$ cat src/rtl/fpga_mem_b_port2_arbiter.sv
// Round-robin arbiter and burst sequencer for port s2 of FPGA_Mem_B.
// Two requesters take turns owning the port for whole read or write bursts.
module fpga_mem_b_port2_arbiter #(
    parameter int ADDR_W = 11,
    parameter int DATA_W = 256,
    parameter int LEN_W  = 8
) (
    input  logic              clk,
    input  logic              reset_n,
    input  logic              r0_cmd_valid,
    output logic              r0_cmd_ready,
    input  logic              r0_cmd_write,
    input  logic [ADDR_W-1:0] r0_cmd_addr,
    input  logic [LEN_W-1:0]  r0_cmd_len,
    input  logic [DATA_W-1:0] r0_wdata,
    input  logic              r0_wvalid,
    output logic              r0_wready,
    output logic [DATA_W-1:0] r0_rdata,
    output logic              r0_rvalid,
    input  logic              r1_cmd_valid,
    output logic              r1_cmd_ready,
    input  logic              r1_cmd_write,
    input  logic [ADDR_W-1:0] r1_cmd_addr,
    input  logic [LEN_W-1:0]  r1_cmd_len,
    input  logic [DATA_W-1:0] r1_wdata,
    input  logic              r1_wvalid,
    output logic              r1_wready,
    output logic [DATA_W-1:0] r1_rdata,
    output logic              r1_rvalid,
    output logic [ADDR_W-1:0] mem_address2,
    output logic              mem_chipselect2,
    output logic              mem_write2,
    output logic [DATA_W-1:0] mem_writedata2,
    output logic              mem_clken2,
    input  logic [DATA_W-1:0] mem_readdata2,
    output logic              busy,
    output logic              owner
);

    typedef enum logic [1:0] {
        ST_IDLE = 2'd0,
        ST_RD   = 2'd1,
        ST_WR   = 2'd2
    } state_t;

    state_t              state_r;
    logic [ADDR_W-1:0]   addr_r;
    logic [ADDR_W-1:0]   last_addr_r;
    logic [LEN_W-1:0]    cnt_r;
    logic                owner_r;
    logic                prio_r;
    logic                r0_rvalid_r;
    logic                r1_rvalid_r;

    logic                grant_s;
    logic                winner_s;
    logic                sel_write_s;
    logic [ADDR_W-1:0]   sel_addr_s;
    logic [LEN_W-1:0]    sel_len_s;
    logic                own_wvalid_s;
    logic                beat_s;

    // Arbitration: a lone requester wins outright, a tie goes to prio_r.
    always_comb begin
        grant_s  = 1'b0;
        winner_s = 1'b0;
        if (state_r == ST_IDLE) begin
            if (r0_cmd_valid && r1_cmd_valid) begin
                grant_s  = 1'b1;
                winner_s = prio_r;
            end else if (r0_cmd_valid) begin
                grant_s  = 1'b1;
                winner_s = 1'b0;
            end else if (r1_cmd_valid) begin
                grant_s  = 1'b1;
                winner_s = 1'b1;
            end else begin
                grant_s  = 1'b0;
                winner_s = 1'b0;
            end
        end else begin
            grant_s  = 1'b0;
            winner_s = 1'b0;
        end
    end

    // Command field and write-beat selection for the winner / current owner.
    always_comb begin
        sel_write_s  = r0_cmd_write;
        sel_addr_s   = r0_cmd_addr;
        sel_len_s    = r0_cmd_len;
        own_wvalid_s = r0_wvalid;
        if (winner_s) begin
            sel_write_s = r1_cmd_write;
            sel_addr_s  = r1_cmd_addr;
            sel_len_s   = r1_cmd_len;
        end else begin
            sel_write_s = r0_cmd_write;
            sel_addr_s  = r0_cmd_addr;
            sel_len_s   = r0_cmd_len;
        end
        if (owner_r) begin
            own_wvalid_s = r1_wvalid;
        end else begin
            own_wvalid_s = r0_wvalid;
        end
    end

    // A beat issues every RD cycle, and in WR only when the owner has data.
    always_comb begin
        beat_s = 1'b0;
        case (state_r)
            ST_RD:   beat_s = 1'b1;
            ST_WR:   beat_s = own_wvalid_s;
            default: beat_s = 1'b0;
        endcase
    end

    // Burst sequencer state, pointers and round-robin bookkeeping.
    always_ff @(posedge clk) begin
        if (!reset_n) begin
            state_r     <= ST_IDLE;
            addr_r      <= {ADDR_W{1'b0}};
            last_addr_r <= {ADDR_W{1'b0}};
            cnt_r       <= {LEN_W{1'b0}};
            owner_r     <= 1'b0;
            prio_r      <= 1'b0;
        end else begin
            case (state_r)
                ST_IDLE: begin
                    if (grant_s) begin
                        addr_r  <= sel_addr_s;
                        cnt_r   <= sel_len_s;
                        owner_r <= winner_s;
                        prio_r  <= ~winner_s;
                        state_r <= sel_write_s ? ST_WR : ST_RD;
                    end
                end
                ST_RD, ST_WR: begin
                    if (beat_s) begin
                        last_addr_r <= addr_r;
                        // Wraps modulo 2^ADDR_W by construction.
                        addr_r      <= addr_r + {{(ADDR_W-1){1'b0}}, 1'b1};
                        if (cnt_r == {LEN_W{1'b0}}) begin
                            state_r <= ST_IDLE;
                        end else begin
                            cnt_r <= cnt_r - {{(LEN_W-1){1'b0}}, 1'b1};
                        end
                    end
                end
                default: state_r <= ST_IDLE;
            endcase
        end
    end

    // Read-valid pipeline tracks the one-cycle RAM read latency.
    always_ff @(posedge clk) begin
        if (!reset_n) begin
            r0_rvalid_r <= 1'b0;
            r1_rvalid_r <= 1'b0;
        end else begin
            r0_rvalid_r <= (state_r == ST_RD) && !owner_r;
            r1_rvalid_r <= (state_r == ST_RD) &&  owner_r;
        end
    end

    assign r0_cmd_ready    = grant_s && !winner_s;
    assign r1_cmd_ready    = grant_s &&  winner_s;
    assign r0_wready       = (state_r == ST_WR) && !owner_r;
    assign r1_wready       = (state_r == ST_WR) &&  owner_r;
    assign r0_rvalid       = r0_rvalid_r;
    assign r1_rvalid       = r1_rvalid_r;
    assign r0_rdata        = mem_readdata2;
    assign r1_rdata        = mem_readdata2;
    // Outside a burst the port shows the last address it actually used.
    assign mem_address2    = (state_r == ST_IDLE) ? last_addr_r : addr_r;
    assign mem_chipselect2 = beat_s;
    assign mem_write2      = (state_r == ST_WR) && own_wvalid_s;
    assign mem_writedata2  = owner_r ? r1_wdata : r0_wdata;
    assign mem_clken2      = 1'b1;
    assign busy            = (state_r != ST_IDLE);
    assign owner           = owner_r;

endmodule

$ cat config.mk
export PLATFORM = sky130hd
export DESIGN_NAME = fpga_mem_b_port2_arbiter
export DESIGN_NICKNAME = d
export VERILOG_FILES = /design/src/rtl/fpga_mem_b_port2_arbiter.sv
export SDC_FILE = /design/constraint.sdc
export NUM_CORES = 1
export LEC_CHECK = 0
export ABC_AREA = 1
export CAP_MARGIN = 15
export CORE_AREA = 4 4 618 620
export CTS_BUF_LIST = sky130_fd_sc_hd__clkbuf_8
export DETAILED_ROUTE_END_ITERATION = 7
export DIE_AREA = 0 0 622 624
export PLACE_DENSITY = 0.3
export SLEW_MARGIN = 15
export SYNTH_ARGS = -nofsm -noshare
export SYNTH_HDL_FRONTEND = slang
export SYNTH_SLANG_ARGS = --single-unit
export TNS_END_PERCENT = 100
$ cat constraint.sdc
create_clock -name clk -period 2.7 [get_ports clk]
set_input_delay 0.54 -clock clk [delete_from_list [all_inputs] [get_ports clk]]
set_output_delay 0.54 -clock clk [all_outputs]
set_load 0.01 [all_outputs]
Word level (Yosys, flattened, before mapping) --
Cells that the tools add are included.
Word-level totals: output and inout bits 790, bits in registers 36, word-level logic and storage cells 63
Operators by class: reduce and logical (&&, ||, !) cells 20, add/sub/neg operators 2, mux-type cells 26, bitwise operators 1, equality and inequality tests 6
Operators with widths (number):
- $mux W256 | 1
- $mux W11 | 4
- $mux W8 | 4
- $pmux W11 S2 | 1
- $pmux W8 S2 | 1
- $add A11 B1 Y11 const B | 1
- $mux W1 | 9
- $logic_and A1 B1 Y1 | 8
- $logic_not A8 Y1 | 1
- $mux W2 | 4
- $ne A2 B2 Y1 const B | 4
- $sub A8 B1 Y8 const B | 1
- $reduce_and A3 Y1 | 2
- $pmux W2 S2 | 1
- $reduce_and A2 Y1 | 2
- $reduce_and A4 Y1 | 1
- $reduce_bool A2 Y1 | 2
- $eq A2 B1 Y1 const B | 1
- $eq A2 B2 Y1 const B | 1
- $logic_not A1 Y1 | 2
- $logic_not A2 Y1 | 1
- $pmux W1 S2 | 1
- $reduce_or A2 Y1 | 1
- $not A1 Y1 | 1

Longest topological paths before layout --
Gate-level depths: netlist of run 1.
depth in word-level cells 8, mapped depth 10

Worst setup path before layout of run 1 --
Ideal clock, no wire load.
kind flip-flop to output port, from reg state_r[0], to out mem_address2[0], data required time 2.160 ns, data arrival time 1.235 ns, path slack 0.925 ns, path buffers 2, cell stages (with the launch flop) 7, cell sequence dfxtp_1 inv_1 ha_1 buf_4 buf_2 nand2_1 o21ai_0
Between the ends: word-level cells in the longest chain between the ends 2
Ends and longest elaborated chain:
- start, declared | line 46 | state_t state_r;
- start signal, assigned | line 136 | state_r <= sel_write_s ? ST_WR : ST_RD;
- $logic_not A2 Y1 | line 176 | assign mem_address2 = (state_r == ST_IDLE) ? last_addr_r : addr_r;
- $mux W11 | line 176
- end, declared | line 30 | output logic [ADDR_W-1:0] mem_address2,
Every way passes these cells.

Worst setup path after layout of run 1 --
from reg owner_r (netlist: owner), to out mem_writedata2[33]
Between the ends: word-level cells in the longest chain between the ends 1
Ends and longest elaborated chain:
- start, declared | line 50 | logic owner_r;
- start signal, assigned | line 134 | owner_r <= winner_s;
- $mux W256 | line 179 | assign mem_writedata2 = owner_r ? r1_wdata : r0_wdata;
- end, declared | line 33 | output logic [DATA_W-1:0] mem_writedata2,
Every way passes these cells.

==> results of run 1 <==
[flip-flops by register name (all words and copies together), names as in the netlist]
register	flops
last_addr_r	11
r1_rvalid	1
r0_rvalid	1
prio_r	1
state_r	2
addr_r	11
cnt_r	8
owner	1
[stage by stage]
stage / instance area, µm² / hold slack (ps) / setup slack (ps)
3_5_place_dp: 21400 / 456 / 40.5
4_1_cts: 21800 / 471 / -1.50
2_1_floorplan: 9510 / 443 / 925
5_1_grt: 21900 / 486 / -3.56
3_3_place_gp: 21400 / 457 / 40.7
6_report: 22000 / 472 / -0.650
[worst max path at each step]
stage,from,end,slack [ps],cells after the start
after global placement,r1_wdata[75],mem_writedata2[75],40,4
after floorplan,state_r[0]$_SDFFE_PN0P_,mem_address2[0],920,6
after global routing,owner$_SDFFE_PN0P_,mem_writedata2[72],-4,4
after detailed placement,r1_wdata[72],mem_writedata2[72],40,4
after CTS,owner$_SDFFE_PN0P_,mem_writedata2[27],-1,6
final,owner$_SDFFE_PN0P_,mem_writedata2[33],-0.6,5
[routing by layer]
layer / GRT usage, % / share of wire, %
met2: 22.4 / 43
met1: 11.1 / 27
met3: 18.1 / 26
met4: 2.34 / 2.8
met5: 3.01 / 0.85
[cell families (layout without fill, tap and decap cells)]
family,after synthesis,count (layout)
and+or+nand+nor,1014,1014
other,1,45
DFF,36,36
adders and majority gates,6,6
xor gates and xnor gates,2,2
buffers and inverters,654,962
AOI/OAI and AO/OA,62,62
[final cells by class]
| type | instances | area [µm²] |
|---|---|---|
| Fill cell | 44600 | 354000 |
| Timing Repair Buffer | 888 | 10200 |
| Tap cell | 4994 | 6250 |
| Multi-Input combinational cell | 1085 | 4330 |
| Sequential cell | 36 | 724 |
| Inverter | 66 | 274 |
| Antenna cell | 44 | 110 |
| Clock buffer | 7 | 96.3 |
| Timing Repair inverter | 1 | 11.3 |
[worst max-delay path, cell delays in order, from the launching register on]
cell and delay [ps]:
dfxtp_4 430, buf_16 190, buf_16 220, nand2_1 80, nand2_1 170, clkdlybuf4s50_1 620
[what timing repair did]
item / in CTS / in global routing
resized for setup: 23 / 15
endpoints found under the setup margin: 162 / 53
buffers inserted: 7 / 0
gates cloned: 6 / 2
[Yosys cell counts, drive strengths merged]
| master | number | share of area (%) |
|---|---|---|
| nand2 | 913 | 36 |
| buf | 557 | 43 |
| inv | 66 | 2.6 |
| nor2 | 56 | 2.3 |
| o21ai | 39 | 2.1 |
| dfxtp | 36 | 7.6 |
| nand3 | 33 | 2.0 |
| clkbuf | 31 | 1.2 |
| a21oi | 22 | 1.2 |
| nand4 | 9 | 0.66 |
| ha | 6 | 0.79 |
| nor3 | 2 | 0.11 |
| xor2 | 2 | 0.18 |
| conb | 1 | 0.039 |
| o211ai | 1 | 0.079 |
| or2 | 1 | 0.066 |
[power groups by stage]
stage	clock network, mW	logic (mW)	registers (mW)
finish	0.482	9.29	0.854
floorplan	0	3.70	0.813
global placement	0	9.34	0.860
global route	0.523	9.97	0.880
detailed placement	0	9.33	0.864
CTS	0.506	9.67	0.853
==> impl_metrics.csv, run 1 <==
group,metric,value,unit
run_status,outcome,"finished, violations left",
run_status,violations,"negative setup slack",
routing,drtPass1Iterations,5,
timing,finalClockSkew,10.7,ps
timing,rsz0062_at_grt,"true",
global_route,overflow,0,
critical_path,crit_fanout,19,
floorplanning,die_w,622,µm
critical_path,worstSetupPathType,"reg -> out",
critical_path,critPathRequiredTime,2160,ps
routing,num_vias,14400,
logic_synthesis,yosys.area_share.adder,0.789,%
place,routabilityCongestion,0.922,
power,switchingPower,5.77,mW
logic_synthesis,synth-seq-cells,36,
critical_path,reg2reg_from,"state_r[0]$_SDFFE_PN0P_",
power,vdd.ir_drop.worst,0.306,mV
timing,max_freq,370,MHz
timing,max_slew_margin,60.6,%
final_layout,drive_gt1_share,10.4,%
worst_hold_path,hold_path_end,"cnt_r[0]$_SDFFE_PN0P_",
floorplanning,dieArea,0.388,mm²
clock_network,clk_pin_slew,90,ps
timing,fin_crit,2700,ps
logic_synthesis,syn-num-nets,2595,
timing,tns,-0.650,ps
logic_synthesis,yosys.area_share.xor_xnor,0.184,%
floorplanning,start_util,2.53,%
timing,drv_slew,0,
global_route,grt_pass1_wl,324000,µm
critical_path,start_kind,"flip-flop",
critical_path,r2r_cells,9,
critical_path,worstSetupEndpointType,"output pin",
clock_network,cts_tree,"done",
place,port_buffers,834,
timing,fin_crit_sh,100,%
critical_path,r2r_end,"cnt_r[3]$_SDFFE_PN0P_",
clock_network,worstSkewPairLatency,310,ps
routing,ant_nets,0,
clock_network,numCtsBuffers,5,
routing,vias_per_cell,2.02,
timing,setup_viol,1,
logic_synthesis,synth_compound_area_share,3.33,%
power,swShare,54.3,%
worst_hold_path,min_path_cells,2,
final_layout,nets,2903,
timing,tightest_slew,593,ps
logic_synthesis,synth_seq_area_share,7.58,%
clock_network,ctsHoldBuffers,0,
critical_path,rrSetupSlack,540,ps
routing,wl_per_cell,41.0,µm
floorplanning,core_area,0.376,mm²
final_layout,final_cell_mix,"909 x nand2_1, 680 x clkdlybuf4s50_1, 120 x buf_12",
clock_network,clock_sink_count,36,
power,pwr-share-clk,4.5,%
global_route,grtUsageTotal,14.4,%
power,p_total,10.6,mW
critical_path,critical_path_arrival,2160,ps
routing,drtIter0Drc,1389,
logic_synthesis,synthMuxAreaShare,0,%
logic_synthesis,yosysWarnings,0,
power,pwr_density_cell,484,mW/mm²
final_layout,final_common_cell,"nand2_1",
global_route,grt_pass1_vias,13200,
worst_hold_path,worstHoldStart,"cnt_r[0]$_SDFFE_PN0P_",
logic_synthesis,netlist-cell-type-count,27,
place,dp_cells,7056,
floorplanning,die_h,624,µm
final_layout,area.growth.synth_to_final,131,%
power,comb_power_share,87.4,%
power,power.share.sequential,8.0,%
logic_synthesis,synthSimpleGateAreaFrac,41.1,%
final_layout,layoutNonFillerInstCount,7121,
flow_run,max_cap_violations,0,
clock_network,htreeDepth,2,
place,dpl.hpwl,275000,µm
timing,hold_viol_final,0,
logic_synthesis,synth_top_family_by_area,"buffers and inverters",
floorplanning,row_count,225,
worst_hold_path,hold_path_class,"reg -> reg",
global_route,antenna_found_initial,256,
clock_network,ctsLongestPathBuffers,2,
logic_synthesis,syn_inst,1775,
logic_synthesis,avgSynthCellArea,5.36,µm²
final_layout,postLayoutCoreUtil,5.85,%
clock_network,root_buffer,"clkbuf_8",
timing,setup_slack,-0.650,ps
global_route,grt_max_degree,53,
logic_synthesis,synth_area,0.00951,mm²
routing,totalWireLength,292000,µm
floorplanning,io_pins,1604,
routing,drc,0,
power,internal-power,4.86,mW
power,leakage,7.95,nW
No activity file was read; power rests on OpenSTA's default activity.
==> run 2: changes to the inputs <==
--- a/config.mk
+++ b/config.mk
@@ -6,12 +6,15 @@
 export NUM_CORES = 1
 export LEC_CHECK = 0
 export ABC_AREA = 1
+export ABC_CLOCK_PERIOD_IN_PS = 2700
 export CAP_MARGIN = 15
 export CORE_AREA = 4 4 618 620
 export CTS_BUF_LIST = sky130_fd_sc_hd__clkbuf_8
 export DETAILED_ROUTE_END_ITERATION = 7
 export DIE_AREA = 0 0 622 624
+export GPL_TIMING_DRIVEN = 0
 export PLACE_DENSITY = 0.3
+export SKIP_LAST_GASP = 1
 export SLEW_MARGIN = 15
 export SYNTH_ARGS = -nofsm -noshare
 export SYNTH_HDL_FRONTEND = slang
==> run 2 against run 1 <==
The flow still finishes with violations (negative setup slack); worst hold slack better by 3.8 ps; via count is 27% higher; combinational power is 29% higher; sequential cell count stayed put; clock power is 6.6% higher; cell area is 41% higher; power is 26% higher.
==> impl_metrics.csv, run 2 (synthesis results as in run 1) <==
group,metric,value,unit
critical_path,crit_chain,"buf_12, clkinv_16, clkbuf_16, buf_16, buf_8, nand2_1, nand2_1, clkdlybuf4s50_1",
critical_path,slowest_stage,"clkdlybuf4s50_1",
floorplanning,io_pins,1604,
critical_path,worstSetupPathType,"reg -> out",
critical_path,start_kind,"flip-flop",
critical_path,r2r_end,"addr_r[8]$_SDFFE_PN0P_",
timing,setup_viol,8,
timing,max_slew_margin,41.2,%
critical_path,endpoint,"mem_writedata2[88]",
critical_path,slowest_delay,540,ps
floorplanning,die_w,622,µm
timing,setup_slack,-64.7,ps
timing,worst_hold_slack,476,ps
place,dpl_cell_area,0.0292,mm²
clock_network,clock_sink_count,36,
flow_run,max_cap_violations,0,
routing,totalWireLength,314000,µm
timing,hold_viol_final,0,
timing,max_freq,362,MHz
global_route,overflow,0,
floorplanning,core_area,0.376,mm²
final_layout,nFillCells,44300,
critical_path,crit_cells,8,
final_layout,drive_gt1_share,30.5,%
final_layout,nets,3982,
global_route,grt_pass1_wl,354000,µm
timing,rsz0062_at_grt,"true",
floorplanning,die_h,624,µm
routing,drtPass1Iterations,5,
power,leakage,12.6,nW
clock_network,clk_pin_slew,100,ps
floorplanning,row_count,225,
clock_network,ctsLongestPathBuffers,2,
global_route,grt_util_met1,18.6,%
final_layout,final_common_cell,"clkdlybuf4s50_1",
critical_path,cp-startpoint,"owner$_SDFFE_PN0P_",
routing,drtIter0Drc,1433,
final_layout,final_cell_mix,"1,085 x clkdlybuf4s50_1, 729 x nand2_1, 593 x buf_4",
global_route,grt_max_degree,11,
power,p_total,13.4,mW
global_route,gr-usage-met2,25.1,%
place,dpl.hpwl,300000,µm
timing,fin_crit_sh,102,%
critical_path,crit_path_frequent_cell,"nand2_1",
clock_network,worstSkewPairLatency,330,ps
routing,num_vias,18200,
routing,wl_per_cell,38.2,µm
critical_path,crit_fanout,10,
critical_path,reg2reg_from,"state_r[1]$_SDFFE_PN0P_",
worst_hold_path,hold_path_class,"reg -> reg",
worst_hold_path,worstHoldStart,"prio_r$_SDFFE_PN0P_",
timing,finalClockSkew,12.8,ps
global_route,grt_pass1_vias,17500,
critical_path,critPathRequiredTime,2160,ps
critical_path,r2r_cells,10,
clock_network,cts_tree,"done",
timing,fin_crit,2760,ps
global_route,antenna_found_initial,266,
clock_network,root_buffer,"clkbuf_8",
global_route,busiest_layer,"met2",
routing,ant_nets,0,
run_status,outcome,"finished, violations left",
timing,tightest_slew,880,ps
run_status,violations,"negative setup slack",
critical_path,path_buf_inv,6,
critical_path,worstSetupEndpointType,"output pin",
final_layout,final_area,0.0310,mm²
final_layout,largest_registers,"addr_r x11, last_addr_r x11, cnt_r x8",
floorplanning,start_util,2.53,%
final_layout,area.growth.synth_to_final,226,%
power,pwr_density_cell,430,mW/mm²
timing,tns,-251,ps
clock_network,htreeDepth,2,
clock_network,numCtsBuffers,5,
routing,vias_per_cell,2.21,
place,port_buffers,1344,
critical_path,rrSetupSlack,460,ps
place,routabilityCongestion,0.971,
routing,drc,0,
global_route,grtUsageTotal,15.4,%
floorplanning,dieArea,0.388,mm²
critical_path,critPathTopFamily,"buffers and inverters",
critical_path,critical_path_arrival,2220,ps
global_route,met3_usage,7.49,%
timing,drv_slew,0,
power,vdd.ir_drop.worst,0.201,mV
-- run 2: final cells by class --
class	count	area [µm²]	area share, %
plain buffers	586	4780	15.4
clock buffers	7	96.3	0.310
well taps	4994	6250	20.1
multi-input cells	1085	5120	16.5
inverters	66	274	0.883
diodes	64	160	0.516
flip-flops and latches	36	724	2.33
repair buffers	1382	13600	43.9
-- run 2: worst reg2reg max path: stages (launching register included) --
cell	delay (ps)
dfxtp_1	410
inv_1	110
ha_4	200
buf_4	150
nand3_4	90
buf_4	210
buf_2	360
nand2_1	210
nand3_1	230
nand2_1	90
a21oi_1	110
-- run 2: power breakdown --
part	total [mW]	internal [mW]	switching (mW)
sequential	0.870	0.709	0.161
clock	0.514	0.229	0.285
combinational	12.0	4.48	7.49
-- run 2: metrics by stage --
| step | setup WS, ps | utilization [%] | instances |
|---|---|---|---|
| CTS | -255 | 8.12 | 8138 |
| detailed placement | -1890 | 7.79 | 8114 |
| global route | -157 | 8.24 | 8174 |
| floorplan | 925 | - | 1775 |
| finish | -64.7 | 8.27 | 8220 |
| global placement | -2800 | 7.78 | 8113 |
-- run 2: layer usage --
| layer | vias up | share of wire [%] |
|---|---|---|
| li1 | 7683 | - |
| met1 | 8623 | 41 |
| met2 | 1478 | 45 |
| met3 | 333 | 11 |
| met4 | 82 | 1.9 |
| met5 | - | 0.18 |
-- run 2: worst min-delay path by stage --
| stage | depth (start not counted) | endpoint |
|---|---|---|
| after floorplan | 2 | cnt_r[0]$_SDFFE_PN0P_ |
| after detailed placement | 2 | cnt_r[0]$_SDFFE_PN0P_ |
| after CTS | 2 | cnt_r[0]$_SDFFE_PN0P_ |
| after global placement | 2 | cnt_r[0]$_SDFFE_PN0P_ |
| final | 2 | prio_r$_SDFFE_PN0P_ |
| after global routing | 2 | prio_r$_SDFFE_PN0P_ |
-- run 2: repair_timing --
item                       in CTS  in global routing
pin swaps                       3                  6
buffers inserted               16                 20
setup endpoints to repair     274                 92
hold endpoints to repair        0                  0
resized for setup            1056                136
hold buffers                    0                  0
gates cloned                    1                  0
==> run 3: changes to the inputs <==
--- a/config.mk
+++ b/config.mk
@@ -6,7 +6,6 @@
 export NUM_CORES = 1
 export LEC_CHECK = 0
 export ABC_AREA = 1
-export ABC_CLOCK_PERIOD_IN_PS = 2700
 export CAP_MARGIN = 15
 export CORE_AREA = 4 4 618 620
 export CTS_BUF_LIST = sky130_fd_sc_hd__clkbuf_8
==> results of run 3 <==
No change in the layout: final DEF, timing and power equal those of run 2.
==> edit 1: new RTL, settings of run 3 <==
Make the reset (`reset_n`) asynchronous in 2 clocked blocks.
--- a/src/rtl/fpga_mem_b_port2_arbiter.sv
+++ b/src/rtl/fpga_mem_b_port2_arbiter.sv
@@ -119,3 +119,3 @@
     // Burst sequencer state, pointers and round-robin bookkeeping.
-    always_ff @(posedge clk) begin
+    always_ff @(posedge clk or negedge reset_n) begin
         if (!reset_n) begin
@@ -156,3 +156,3 @@
     // Read-valid pipeline tracks the one-cycle RAM read latency.
-    always_ff @(posedge clk) begin
+    always_ff @(posedge clk or negedge reset_n) begin
         if (!reset_n) begin
Behaviour: not the same (a bounded check fails within 4 cycles, from zero or initial values and one cycle with reset_n low; the reset may be asserted at any time).
==> edit 1 against run 3 <==
The run still ends with setup timing left; first-iteration DRC count fell by 11%; via count down 0.68%; worst setup slack got worse by 0.16 ns; sequential cell count did not move; area after synthesis is 0.71% higher; worst hold slack worse by 0.25 ns; core utilization grew 0.28 points; routed wire length rose by 3.3%; power rose by 77%; final area rose by 3.4%.
==> edit 1: results (changes against run 3) <==
Global routing
  – Total track usage: 15.9% (+0.46 points)
  – Global-route wire length before repair: 362000 microns (+2.4%)
  – Largest net degree at the start of global routing: 37 (+26)
  – Initial antenna violation count: 300 (+13%)
  – Vias in the first global route: 17407 (-0.75%)

Synth
  – Share of flip-flops with an asynchronous set or reset: 100% (+100 points)
  – Most instantiated cells after synthesis: nand2_1 (943), buf_4 (516), inv_1 (55), dfrtp_1 (36), nor2_1 (31)
  – Syn avg cell area: 5.48 sq um (+2.3%)
  – Yosys warning count: 0 (unchanged)
  – Main synth FF type: dfrtp_1
  – Synth top area cells: buf_4 (40%), nand2_1 (37%), dfrtp_1 (9.4%)
  – Synth unique cells: 30 (+11%)
  – Syn Nets: 2568 (-1.0%)
  – Register area share after synthesis: 9.41% (+1.8 points)

Cells and area
  – Proportion of layout cells with a drive suffix above 1: 32.7% (+2.2 points)
  – Layout Cells excl Fill: 8238 (+0.22%)
  – Final #Nets: 3958 (-0.60%)
  – Top Registers: addr_r (11), last_addr_r (11), cnt_r (8)

Power and ir drop
  – VDD IR max: 0.000314 V (+56%)
  – Leakage Power: 13.8 nW (+9.8%)

Setup path
  – Worst reg2reg path endpoint: cnt_r[1]
  – R2r worst-path depth: 10 (unchanged)
  – R2R setup slack: 0.65 ns (+0.19 ns)
  – CP Max Fanout: 10 (unchanged)
  – Reg2reg start: state_r[0]
  – Setup crit start: owner
  – Critical Path Max Stage Delay: 0.57 ns (+0.03 ns)
  – Worst Path Arrival: 2.39 ns (+0.17 ns)
  – Slowest CP cell: clkdlybuf4s50_1
  – Capture point of the worst path: mem_writedata2[95]

STA
  – Clk_skew: 0.0118 ns (-0.00103 ns)
  – Hold WS: 0.226 ns (-0.250 ns)
  – Slew @ Worst Pin: 0.926 ns (+0.0467 ns)
  – Final Worst Setup Slack: -0.230 ns (-0.165 ns)
  – Setup Viol. Count Final: 76 (+68)
  – Setup TNS: -6.76 ns (-6.51 ns)

Route
  – Total iterations of the first detailed-routing run: 5 (unchanged)
  – Vias: 18075 (-0.68%)
  – Initial DRC count: 1274 (-11%)
  – Routed WL: 324000 microns (+3.3%)

Place
  – Area after DPL: 29400 sq um (+0.41%)
  – PortBufs: 1346 (+0.15%)
  – RD Place Congestion: 0.954 (-1.7%)
  – Dpl ws: -1.66 ns (+0.228 ns)
  – DP HPWL: 309000 microns (+3.1%)
  – DP Cell Count: 8090 (-0.30%)

Outcome
  – Failing checks: setup timing
  – Status: complete, but fails checks

Worst hold path
  – Worst min path class: input pin to async pin

CTS
  – CTS resizes: 731 (-31%)
  – Setup Buffers After CTS: 5 (-11)
  – Clk_lat worst skew: 0.35 ns (+0.02 ns)
==> edit 1: changes by cell type in the layout (fill, tap and decap cells not counted), moves of 23 or more <==
cell | run 3 | this run
dlygate4sd2_1 | 100 | 1
dlymetal6s2s_1 | 14 | 104
clkbuf_2 | 3 | 54
diode_2 | 64 | 105
clkdlybuf4s15_2 | 50 | 10
dfrtp_1 | 0 | 35
dfxtp_1 | 35 | 0
nand2_4 | 49 | 80
buf_6 | 24 | 53
nand2_8 | 4 | 32
nor2_1 | 53 | 30
==> edit 1: layer usage <==
metal	vias to the layer above	share of wire, %	global-route usage, %
li1	7646	-	-
met1	8609	42	19.2
met2	1390	42	23.9
met3	326	13	9.55
met4	104	2.8	3.27
met5	-	0.22	0
==> edit 1: cells by family (layout without fill, tap and decap cells) <==
family                   Yosys count  in the layout  share of synthesized area (%)
other                              1            106                         0.0392
flip-flops                        36             36                           9.41
AND/OR/NAND/NOR                 1014           1014                           40.8
adder cells (fa/ha/maj)            6              6                          0.784
buffers and inverters            643           2034                           46.2
AO/OA/AOI/OAI                     48             48                           2.70
==> edit 1: final cells by class <==
| type | count | area [sq um] |
|---|---|---|
| inverters | 59 | 231 |
| fillers | 44196 | 343000 |
| clock inverters | 3 | 18.8 |
| plain buffers | 580 | 4700 |
| diodes | 105 | 263 |
| well taps | 4994 | 6250 |
| clock buffers | 5 | 68.8 |
| repair buffers | 1387 | 14000 |
| multi-input cells | 1069 | 5670 |
| flip-flops and latches | 36 | 902 |
==> edit 1: where the power goes <==
part | total, mW | switching [mW] | internal (mW)
combinational | 22.0 | 14.3 | 7.70
sequential | 1.05 | 0.248 | 0.797
clock | 0.490 | 0.308 | 0.182
==> edit 2: new RTL, config.mk and constraints of run 3 <==
Made on the original files. Change the parameter `ADDR_W` from 11 to 12.
--- a/src/rtl/fpga_mem_b_port2_arbiter.sv
+++ b/src/rtl/fpga_mem_b_port2_arbiter.sv
@@ -3,3 +3,3 @@
 module fpga_mem_b_port2_arbiter #(
-    parameter int ADDR_W = 11,
+    parameter int ADDR_W = 12,
     parameter int DATA_W = 256,
Ports: changed (resized mem_address2, r0_cmd_addr and r1_cmd_addr); port bits go from 1604 to 1607. The function was not compared with the original's and may differ.
==> edit 2 against run 3 <==
The run still ends with setup timing left; worst setup slack better by 0.035 ns; cell count is 0.24% higher; area after synthesis is 2.0% higher; sequential power is 5.3% higher; sequential cell count is 2 higher; routed wire length is 3.1% higher; via count is 0.75% higher; count of clock-buffer cells in the layout is 1 lower; power is 13% higher; clock power is 8.0% lower; final area is 0.51% lower; non-clock buffer count is 3 lower; critical endpoint is now mem_writedata2[213].
==> edit 2: results (changes against run 3) <==
Cells and area
  – Proportion of layout cells with a drive suffix above 1: 30.3% (-0.20 points)
  – Non-clock buffers: 1965 (-0.15%)
  – Buffering overhead: 59.1% (-0.25 points)
  – Clk_buf instances: 6 (-1)
  – Top Registers: addr_r (12), last_addr_r (12), cnt_r (8)
  – Seq. cell area: 764 sq um (+5.5%)
  – Seq Cell Count: 38 (+5.6%)
  – N_diodes: 66 (+3.1%)
  – Clk tree area frac: 0.296% (-0.015 points)
  – #MultiIn Comb: 1103 (+1.7%)
  – Final #Nets: 4001 (+0.48%)
  – Fillcell total: 44278 (-0.068%)

STA
  – Slew headroom: 35.4% (-5.8 points)
  – Setup TNS: -0.0372 ns (+0.213 ns)
  – Final Worst Setup Slack: -0.0298 ns (+0.0349 ns)
  – Clk_skew: 0.00886 ns (-0.00395 ns)
  – Hold WS: 0.479 ns (+0.00342 ns)
  – Setup Viol. Count Final: 2 (-6)

Power and ir drop
  – Comb power: 13.6 mW (+13%)
  – Proportion of power drawn by flip-flops and latches: 6.1% (-0.4 points)
  – PwrDens: 487 nW/um^2 (+13%)
  – VDD IR max: 0.000188 V (-6.4%)
  – Internal: 5.78 mW (+6.8%)
  – Leakage Power: 12.5 nW (-0.91%)

Global routing
  – Met1 Usage GRT: 19.3% (+0.68 points)
  – Vias in the first global route: 17592 (+0.31%)
  – Initial antenna violation count: 274 (+3.0%)
  – Global-route wire length before repair: 364000 microns (+2.9%)
  – Total track usage: 15.9% (+0.51 points)
  – Largest net degree at the start of global routing: 15 (+4)
  – Global Route met3 Usage: 9.37% (+1.9 points)

Setup path
  – R2R setup slack: 0.65 ns (+0.19 ns)
  – CP Max Fanout: 10 (unchanged)
  – Worst Path Arrival: 2.19 ns (-0.03 ns)
  – Reg2reg start: state_r[0]

Route
  – Met3 wire len: 44600 microns (+24%)
  – Initial DRC count: 1554 (+8.4%)
  – Met2 Wirelength: 140000 microns (-1.9%)
  – Metal1 wirelength: 132000 microns (+2.6%)
  – Routed WL: 324000 microns (+3.1%)

Place
  – RD Place Congestion: 0.929 (-4.4%)
  – PortBufs: 1347 (+0.22%)
  – Dpl ws: -1.98 ns (-0.0876 ns)
  – DP Cell Count: 8140 (+0.32%)
  – DP HPWL: 310000 microns (+3.4%)

Outcome
  – Failing checks: setup timing
  – Status: complete, but fails checks

Synth
  – Synth top area cells: buf_4 (40%), nand2_1 (35%), dfxtp_1 (7.8%)
  – Post-Syn Instances: 1797 (+1.2%)
  – Most instantiated cells after synthesis: nand2_1 (910), buf_4 (518), inv_1 (60), nor2_1 (60), dfxtp_1 (38)
  – Synth unique cells: 30 (+11%)
  – Syn avg cell area: 5.40 sq um (+0.79%)

Worst hold path
  – WHS Path Cells: 2 (unchanged)
[edit 2: cell types whose count changed after synthesis, sizes merged, moves of 3 or more]
cell,before,now
nand3,33,40
nor2,56,63
buf,557,562
o21ai,39,44
clkbuf,31,28
[edit 2: stage by stage]
step                      util, %  power (mW)
after floorplan                 -        4.85
after global placement       7.84        14.6
after detailed placement     7.85        14.5
after CTS                    8.11        15.5
after global routing         8.19        16.0
final                        8.22        15.0
[edit 2: timing repair]
item | 4_1_cts | 5_1_grt
buffers inserted | 16 | 8
gates resized for setup | 1124 | 146
pin swaps | 4 | 5
hold buffers | 0 | 0
endpoints found under the setup margin | 275 | 90
cloned | 2 | 1
[edit 2: worst max-delay path by stage]
stage | startpoint | end | slack (ns) | depth (start not counted)
floorplan | state_r[0] | r0_cmd_ready | 0.90 | 7
global placement | owner | mem_writedata2[18] | -2.85 | 5
detailed placement | owner | mem_writedata2[145] | -1.98 | 6
CTS | owner | mem_writedata2[145] | -0.21 | 7
global route | owner | mem_writedata2[208] | -0.09 | 8
finish | owner | mem_writedata2[213] | -0.03 | 8
[edit 2: worst max-delay path: stages (launching register included)]
cell,delay (ns)
dfxtp_4,0.39
buf_12,0.17
buf_12,0.14
buf_16,0.14
buf_4,0.15
clkbuf_8,0.18
nand2_2,0.17
nand2_1,0.18
dlygate4sd2_1,0.30
[edit 2: logic make-up after synthesis]
kind of cell,after synthesis,share of synthesized area (%)
flip-flops,38,7.84
buffers and inverters,656,46.2
adder cells (fa/ha/maj),6,0.774
AO/OA/AOI/OAI,68,3.66
AND/OR/NAND/NOR,1028,41.5
other,1,0.0386
